## config.mk

```make
export PLATFORM = sky130hd
export DESIGN_NAME = router_rx_fifo
export DESIGN_NICKNAME = d
export VERILOG_FILES = /design/src/rtl/router_rx_fifo.sv
export SDC_FILE = /design/constraint.sdc
export NUM_CORES = 1
export LEC_CHECK = 0
export ABC_AREA = 1
export BUFFER_PORTS_ARGS = -buffer_cell sky130_fd_sc_hd__buf_2
export CAP_MARGIN = 20
export CORE_MARGIN = 4
export CORE_UTILIZATION = 50
export DETAILED_ROUTE_END_ITERATION = 10
export GPL_ROUTABILITY_DRIVEN = 0
export MAX_ROUTING_LAYER = met4
export PLACE_DENSITY = 0.73
export SETUP_SLACK_MARGIN = 0.2
export SLEW_MARGIN = 20
export SYNTH_ARGS = -nofsm -noshare
export SYNTH_HDL_FRONTEND = slang
export SYNTH_SLANG_ARGS = --single-unit
```

## constraint.sdc

```tcl
create_clock -name CLK -period 8.9 [get_ports CLK]
set_input_delay 0.89 -clock CLK [delete_from_list [all_inputs] [get_ports CLK]]
set_output_delay 0.89 -clock CLK [all_outputs]
set_load 0.005 [all_outputs]
```

## src/rtl/router_rx_fifo.sv

```systemverilog
// Per-port router RX buffer: link skid + PT merge into an FWFT FIFO; head visible the cycle after the write edge.
// D_BP/PT_BP are registered threshold flags; optional drop counter enabled by ROUTER_RX_DROPCNT_EN.
module router_rx_fifo #(
   parameter int DataWidth = 64,
   parameter int Depth     = 8,
   parameter int BpSlack   = 2
) (
   input  logic                         CLK,
   input  logic                         RST,
   input  logic [DataWidth-1:0]         D,
   input  logic                         D_VALID,
   output logic                         D_BP,
   input  logic [DataWidth-1:0]         PT,
   input  logic                         PT_VALID,
   output logic                         PT_BP,
   output logic [DataWidth-1:0]         Q,
   output logic                         Q_VALID,
   input  logic                         Q_BP,
   input  logic                         COLLISION,
   output logic [$clog2(Depth+1)-1:0]   LEVEL,
   output logic                         OVERFLOW,
   output logic [15:0]                  DROP_CNT
);

   localparam int AW = $clog2(Depth);
   localparam int LW = $clog2(Depth+1);
   localparam int SW = LW + 1;
   localparam logic [LW-1:0] DEPTH_L   = LW'(Depth);
   localparam logic [SW-1:0] BP_THRESH = SW'(Depth - BpSlack);

   localparam logic [0:0] SKID_EMPTY = 1'b0;
   localparam logic [0:0] SKID_FULL  = 1'b1;

   logic [DataWidth-1:0] mem_q [Depth];
   logic [AW-1:0]        rd_ptr_q, rd_ptr_d;
   logic [AW-1:0]        wr_ptr_q, wr_ptr_d;
   logic [LW-1:0]        level_q, level_d;
   logic [0:0]           skid_q, skid_d;
   logic [DataWidth-1:0] skid_dat_q, skid_dat_d;
   logic                 d_bp_q, d_bp_d;
   logic                 pt_bp_q, pt_bp_d;
   logic                 overflow_q, overflow_d;

   logic                 pop, wr_ok, wr_pt, wr_skid, wr_d, wr;
   logic                 d_pending, load_skid, drop;
   logic [DataWidth-1:0] wr_dat;
   logic [SW-1:0]        occ_next;

   assign Q_VALID  = (level_q != '0);
   assign Q        = mem_q[rd_ptr_q];
   assign LEVEL    = level_q;
   assign D_BP     = d_bp_q;
   assign PT_BP    = pt_bp_q;
   assign OVERFLOW = overflow_q;

   always_comb begin
      pop     = Q_VALID & ~Q_BP & ~COLLISION;
      wr_ok   = (level_q != DEPTH_L) | pop;
      wr_pt   = PT_VALID & wr_ok;
      wr_skid = ~PT_VALID & (skid_q == SKID_FULL) & wr_ok;
      wr_d    = ~PT_VALID & (skid_q == SKID_EMPTY) & D_VALID & wr_ok;
      wr      = wr_pt | wr_skid | wr_d;

      wr_dat = D;
      if (wr_pt) begin
         wr_dat = PT;
      end else if (wr_skid) begin
         wr_dat = skid_dat_q;
      end

      // A displaced link word may take the skid slot in the same cycle the skid drains.
      d_pending = D_VALID & ~wr_d;
      load_skid = d_pending & ((skid_q == SKID_EMPTY) | wr_skid);
      drop      = d_pending & ~load_skid;

      skid_d     = skid_q;
      skid_dat_d = skid_dat_q;
      if (load_skid) begin
         skid_d     = SKID_FULL;
         skid_dat_d = D;
      end else if (wr_skid) begin
         skid_d = SKID_EMPTY;
      end

      rd_ptr_d   = rd_ptr_q + AW'(pop);
      wr_ptr_d   = wr_ptr_q + AW'(wr);
      level_d    = level_q + LW'(wr) - LW'(pop);
      occ_next   = {1'b0, level_d} + SW'(skid_d == SKID_FULL);
      d_bp_d     = (occ_next >= BP_THRESH);
      pt_bp_d    = (level_d == DEPTH_L);
      overflow_d = overflow_q | drop;
   end

   always_ff @(posedge CLK) begin
      if (RST) begin
         rd_ptr_q   <= '0;
         wr_ptr_q   <= '0;
         level_q    <= '0;
         skid_q     <= SKID_EMPTY;
         skid_dat_q <= '0;
         d_bp_q     <= 1'b0;
         pt_bp_q    <= 1'b0;
         overflow_q <= 1'b0;
      end else begin
         rd_ptr_q   <= rd_ptr_d;
         wr_ptr_q   <= wr_ptr_d;
         level_q    <= level_d;
         skid_q     <= skid_d;
         skid_dat_q <= skid_dat_d;
         d_bp_q     <= d_bp_d;
         pt_bp_q    <= pt_bp_d;
         overflow_q <= overflow_d;
      end
   end

   // Storage is left unreset so it can map onto a RAM; the pointers define validity.
   always_ff @(posedge CLK) begin
      if (wr && !RST) begin
         mem_q[wr_ptr_q] <= wr_dat;
      end
   end

`ifdef ROUTER_RX_DROPCNT_EN
   logic [15:0] drop_cnt_q, drop_cnt_d;

   always_comb begin
      drop_cnt_d = drop_cnt_q;
      if (drop && (drop_cnt_q != 16'hFFFF)) begin
         drop_cnt_d = drop_cnt_q + 16'd1;
      end
   end

   always_ff @(posedge CLK) begin
      if (RST) begin
         drop_cnt_q <= '0;
      end else begin
         drop_cnt_q <= drop_cnt_d;
      end
   end

   assign DROP_CNT = drop_cnt_q;
`else
   assign DROP_CNT = 16'h0;
`endif

endmodule

```

==> summary.md, run 1 <==
| Metric | Value |
|---|---|
| Global-route layer with the greatest usage | `met2` |
| Slowest cell on crit path | `dfxtp_4` |
| Die area | `52900 um^2` |
| CTS tree | `built` |
| Gate Count Post-Synth | `2231` |
| Row cnt | `81` |
| Fmax | `198 MHz` |
| Slew headroom | `0.268` |
| FF+latch area | `16900 um^2` |
| Syn avg cell area | `11.0 um^2` |
| Total core area | `48800 um^2` |
| Sequential element share of the synthesized area | `0.687` |
| Synth-to-layout area growth | `13.3%` |
| Max-Cap Viols | `0` |
| Clock buffer depth | `3` |
| Layout cells sized above 1 | `0.140` |
| Ys async rst share | `0` |
| Routed wire length | `60800 um` |
| Final critical-path share of the clock period | `0.567` |
| Worst Path Required | `8010 ps` |
| Remaining antenna violation count | `0` |
| Clock Sinks | `590` |
| Met3 usage | `0.0398` |
| Post-CTS Setup Inserts | `0` |
| Period minus WS final | `5050 ps` |
| Unrepaired setup endpoints after global routing | `false` |
| Fin. Hold Viols | `0` |
| PwrDens | `271 nW/um^2` |
| Vias in the first global route | `17000` |
| Worst-margin pin slew | `1100 ps` |
| Starting Density | `0.505` |
| Vias per cell | `5.71` |
| Global Route Usage Sum | `0.230` |
| Die width | `230 um` |
| Bufs and invs on worst path | `3` |
| Synthesized cell area | `24600 um^2` |
| Post-DP Area | `26000 um^2` |
| I/O pin cnt | `222` |
| Worst r2r path cells | `10` |
| Fill count | `4045` |
| Routed WL per cell | `19.8 um` |
| Initial DRC Count | `1807` |
| Clock skew | `15.6 ps` |
| Hold bufs inserted after CTS | `0` |
| Global route total overflow | `0` |
| Hold Path Stages | `2` |
| Crit path max-delay family | `buffers and inverters` |
| Critical Path Max Stage Delay | `800 ps` |
| Multi-input combinational cell area | `6620 um^2` |
| CTS clock-pin slew for the worst setup and hold paths | `60 ps` |
| Largest fanout on the critical path | `111` |
| Max IR drop VDD | `0.000268 V` |
| Crit end category | `primary output` |
| Post-DP HPWL | `32900 um` |
| Pin count of the biggest net entering global routing | `138` |
| Crit Path Class | `flip-flop to primary output` |
| P_leak | `0.0101 uW` |
| Ys flop type | `edfxtp_1` |
| Post-CTS sizing | `0` |
| Commonest non-fill, non-tap cell in the layout | `nor2_1` |
| N_diodes | `0` |
| Levels on crit path | `7` |
| Hold Crit Class | `flip-flop to flip-flop` |
| Crit start category | `flip-flop` |
| M1 GR Usage | `0.313` |
| Via count | `17500` |
| Global-route wire length before repair | `93700 um` |
| DRC | `0` |
| Root Driver | `clkbuf_16` |
| Die Y-Extent | `230 um` |
| Crit path arrival time | `4160 ps` |
| Final instance area | `27900 um^2` |
| Antenna violations before repair | `1` |
| Most frequent cells in the layout | `nor2_1 (527), edfxtp_1 (512), o21ai_0 (257)` |
| IO buf count | `205` |
| Status | `finished clean` |
| Unique masters post-synth | `26` |
| Sum of negative setup slack | `0 ps` |
| CTS HTree Levels | `2` |
| CTS buffer count | `59` |
| Number of synthesized register bits | `590` |
| Worst-path cell chain | `buf_6 > buf_4 > o21ai_0 > o22ai_1 > nor2_1 > a31oi_1 > buf_2` |
| Slew Limit Fails | `0` |
| Clk_lat worst skew | `610 ps` |
| Met2 Use GR | `0.363` |
| EDFF count, synth | `512` |
| Nets | `2499` |
| Final setup viols | `0` |
| Yosys warns | `0` |
| Drt pass-1 iters | `7` |
## cells in the mapped netlist, types with 3 or more instances
cell | instances | area, um^2
a31oi_1 | 64 | 400
edfxtp_1 | 512 | 15400
o211ai_1 | 65 | 488
buf_4 | 34 | 255
buf_2 | 41 | 205
nand2_1 | 90 | 338
a21oi_1 | 67 | 335
clkbuf_1 | 88 | 330
nor2_1 | 536 | 2010
inv_1 | 93 | 349
inv_2 | 3 | 11.3
nand3_1 | 197 | 986
o21ai_0 | 257 | 1290
o22ai_1 | 64 | 400
ha_1 | 12 | 150
dfxtp_1 | 78 | 1560
buf_1 | 20 | 75.1
## cells by family after synthesis
| group | after synthesis | share of synthesized area |
|---|---|---|
| other | 1 | 0.000152 |
| buffers and inverters | 280 | 0.0502 |
| AO/OA/AOI/OAI | 519 | 0.119 |
| adder cells (fa/ha/maj) | 13 | 0.00690 |
| AND/OR/NAND/NOR | 826 | 0.136 |
| flip-flops | 590 | 0.687 |
| XOR/XNOR | 2 | 0.000711 |
## where the power goes
group          switching, uW  internal (uW)  leakage (uW)
Combinational           1150            469       0.00382
Sequential              96.5           3430       0.00531
Clock                   1010           1420      0.000935
Total                   2260           5320        0.0101
## final cells by class
class / instances / area share
multi-input cells: 1376 / 0.237
clock inverters: 30 / 0.00936
well taps: 664 / 0.0297
clock buffers: 80 / 0.0594
repair buffers: 229 / 0.0447
inverters: 96 / 0.0133
flip-flops and latches: 590 / 0.607
## per-stage QoR
step	cells	hold WS, ps	total power, uW	util	setup WS, ps
2_1_floorplan	2246	441	4610	-	4190
3_3_place_gp	2953	461	5130	0.531	4190
3_5_place_dp	2953	470	5190	0.531	4150
4_1_cts	3063	486	7600	0.571	3500
5_1_grt	3065	505	7940	0.572	3600
6_report	3065	482	7570	0.572	3850
## final timing paths
check	startpoint	end	slack [ps]
setup / recovery	rd_ptr_q[0]$_SDFF_PP0_	Q[63]	3850
hold / removal	skid_dat_q[34]$_SDFFE_PP0P_	skid_dat_q[34]$_SDFFE_PP0P_	480
setup reg to reg	LEVEL[2]$_SDFF_PP0_	mem_q[5][35]$_DFFE_PP_	5010
hold reg to reg	skid_dat_q[34]$_SDFFE_PP0P_	skid_dat_q[34]$_SDFFE_PP0P_	480
## flip-flops by register name, summed over array words and instances, names as in the netlist
name and count:
skid_q 1, rd_ptr_q 3, D_BP 1, PT_BP 1, LEVEL 4, mem_q 512, skid_dat_q 64, OVERFLOW 1
wr_ptr_q 3
## metal layers
layer / wire [um] / vias to the layer above / part of all wire
met2: 29100 / 724 / 0.48
met3: 4940 / 90 / 0.081
met4: 1350 / 0 / 0.022
met1: 25400 / 8517 / 0.42
li1: - / 8161 / -
met5: 0 / - / 0
## worst register-to-register path: stages (launching register included)
cell	delay (ps)
dfxtp_1	330
inv_1	80
ha_1	200
nand2_1	90
nand2_1	100
nand2_4	530
nand2_1	230
a21oi_1	250
nand2_1	270
nor2_4	580
buf_4	830
Note: power is estimated with default switching activity, not from simulation.
==> inputs of run 2 (changes only) <==
--- a/config.mk
+++ b/config.mk
@@ -13,7 +13,7 @@
 export DETAILED_ROUTE_END_ITERATION = 10
 export GPL_ROUTABILITY_DRIVEN = 0
 export MAX_ROUTING_LAYER = met4
-export PLACE_DENSITY = 0.73
+export PLACE_DENSITY = 0.76
 export SETUP_SLACK_MARGIN = 0.2
 export SLEW_MARGIN = 20
 export SYNTH_ARGS = -nofsm -noshare
==> constraint.sdc (replaced) <==
create_clock -name CLK -period 4.3 [get_ports CLK]
set_input_delay 0.43 -clock CLK [delete_from_list [all_inputs] [get_ports CLK]]
set_output_delay 0.43 -clock CLK [all_outputs]
set_load 0.005 [all_outputs]
==> run 2 against run 1 <==
- worst hold slack got worse by 340 ps
- wire length shrank 1.2%
- cell count increased by 0.33%
- critical path depth stayed put
- design area rose by 1.0%
- critical endpoint is now Q[23]
- highest routed layer unchanged
==> summary.md, run 2 (synthesis gave the netlist of run 1 again) <==
| Metric | Value |
|---|---|
| Row cnt | `81 (unchanged)` |
| Clock Sinks | `590 (unchanged)` |
| Max IR drop VDD | `0.000521 V (+94%)` |
| Worst R2R Setup Slack | `970 ps (-4040 ps)` |
| Place WS | `1050 ps (-3100 ps)` |
| Fin. Hold Viols | `0 (unchanged)` |
| CTS tree | `built` |
| CTS clock-pin slew for the worst setup and hold paths | `60 ps (about the same)` |
| Fmax | `279 MHz` |
| Vias in the first global route | `16900 (-0.77%)` |
| Antenna violations before repair | `1 (unchanged)` |
| Period minus WS final | `3590 ps` |
| Die Y-Extent | `230 um (unchanged)` |
| Most frequent cells in the layout | `nor2_1 (527), edfxtp_1 (512), o21ai_0 (257)` |
| Post-CTS sizing | `0 (unchanged)` |
| Post-CTS Setup Inserts | `0 (unchanged)` |
| Crit start category | `flip-flop` |
| Initial DRC Count | `1922 (+6.4%)` |
| IO buf count | `205 (unchanged)` |
| Post-DP HPWL | `33700 um (+2.5%)` |
| Die area | `52900 um^2 (unchanged)` |
| Worst setup margin | `713 ps (-3140 ps)` |
| Fill count | `3870 (-4.3%)` |
| Hold slack | `144 ps (-338 ps)` |
| Clock buffer depth | `3 (unchanged)` |
| Worst-path cell chain | `inv_4 > buf_4 > o21ai_0 > o22ai_1 > nor2_1 > a31oi_1 > buf_2` |
| PwrDens | `564 nW/um^2 (+110%)` |
| Drt pass-1 iters | `6 (-1)` |
| Critical Path Max Stage Delay | `670 ps (-130 ps)` |
| Layout cells sized above 1 | `0.145 (+0.00570)` |
| Crit end category | `primary output` |
| Commonest non-fill, non-tap cell in the layout | `nor2_1` |
| Global route total overflow | `0 (unchanged)` |
| Slew headroom | `0.382 (+0.114)` |
| CTS HTree Levels | `2 (unchanged)` |
| Root Driver | `clkbuf_16` |
| Worst-margin pin slew | `928 ps (-170 ps)` |
| Max-Cap Viols | `0 (unchanged)` |
| Clock skew | `18.4 ps (+2.82 ps)` |
| Routed WL per cell | `19.5 um (-1.5%)` |
| Total core area | `48800 um^2 (unchanged)` |
| Crit path arrival time | `3160 ps (-1000 ps)` |
| Status | `finished clean` |
| I/O pin cnt | `222 (unchanged)` |
| Largest fanout on the critical path | `63 (-43%)` |
| Final setup viols | `0 (unchanged)` |
| CTS buffer count | `57 (-3.4%)` |
| Starting Density | `0.505 (unchanged)` |
| Nets | `2510 (+0.44%)` |
| P_leak | `0.0102 uW (+1.2%)` |
| Global Route Usage Sum | `0.227 (-0.00291)` |
| Remaining antenna violation count | `0 (unchanged)` |
| Top reg by flops | `mem_q` |
| Worst Path Required | `3870 ps (-4140 ps)` |
| Clk_lat worst skew | `620 ps (about the same)` |
| Routed wire length | `60100 um (-1.2%)` |
| Vias per cell | `5.68 (-0.52%)` |
| Via count | `17500 (-0.19%)` |
| DRC | `0 (unchanged)` |
| Slew Limit Fails | `0 (unchanged)` |
| Hold bufs inserted after CTS | `0 (unchanged)` |
| Global-route wire length before repair | `93100 um (-0.56%)` |
| Final critical-path share of the clock period | `0.834` |
| Die width | `230 um (unchanged)` |
| Unrepaired setup endpoints after global routing | `false` |
| Synth-to-layout area growth | `14.5%` |
| Largest register FFs | `512 (unchanged)` |
| Pin count of the biggest net entering global routing | `258 (+87%)` |
| Slowest cell on crit path | `inv_4` |
| Crit Path Class | `flip-flop to primary output` |
| Hold Crit Class | `input pin to flip-flop` |
==> run 2: changes by cell type in the layout (fill, tap and decap cells not counted), sizes merged <==
cell and change:
buf +13, clkinv -4, bufinv +3, clkbuf -2, diode +1, inv -1
==> run 2: path summary, 6_finish.rpt <==
check	startpoint	to	cells past startpoint
worst max-delay path	rd_ptr_q[1]$_SDFF_PP0_	Q[23]	7
worst min register to register	skid_dat_q[21]$_SDFFE_PP0P_	skid_dat_q[21]$_SDFFE_PP0P_	2
worst max register to register	LEVEL[2]$_SDFF_PP0_	skid_dat_q[63]$_SDFFE_PP0P_	12
worst min-delay path	D[15]	skid_dat_q[15]$_SDFFE_PP0P_	5
==> run 2: power breakdown <==
part | internal (uW) | switching (uW)
logic | 1040 | 2440
registers | 7090 | 159
clock network | 3050 | 2120
total | 11200 | 4730
==> run 2: worst max-delay path: cells and delay by family, from the launching register on <==
family	cells	cell delay [ps]
compound gates	3	620
buf+inv	3	1270
flops	1	560
simple gates	1	50
==> run 2: metrics by stage <==
| stage | instance area [um^2] | util | std cells | total power (uW) | setup TNS [ps] |
|---|---|---|---|---|---|
| after global routing | 28200 | 0.578 | 3075 | 16600 | 0 |
| after floorplan | 24700 | - | 2246 | 9550 | -51270 |
| final | 28200 | 0.578 | 3075 | 15900 | 0 |
| after global placement | 26200 | 0.536 | 2966 | 10600 | 0 |
| after CTS | 28200 | 0.576 | 3072 | 16000 | 0 |
| after detailed placement | 26200 | 0.536 | 2966 | 10800 | 0 |
==> run 2: area by class of cell <==
class	count	area [um^2]	area share
Clock inverter	28	359	0.0127
Inverter	96	370	0.0131
Multi-Input combinational cell	1376	6620	0.235
Timing Repair Buffer	242	1480	0.0525
Clock buffer	78	1610	0.0570
Sequential cell	590	16900	0.601
Tap cell	664	831	0.0294
Antenna cell	1	2.50	0.0000887
==> run 2: per-layer routing <==
| metal | global-route usage | vias up | routed length, um |
|---|---|---|---|
| met3 | 0.0338 | 80 | 4980 |
| met2 | 0.362 | 780 | 28800 |
| li1 | - | 8193 | - |
| met4 | 0.0629 | 0 | 1050 |
| met5 | - | - | 0 |
| met1 | 0.310 | 8405 | 25200 |
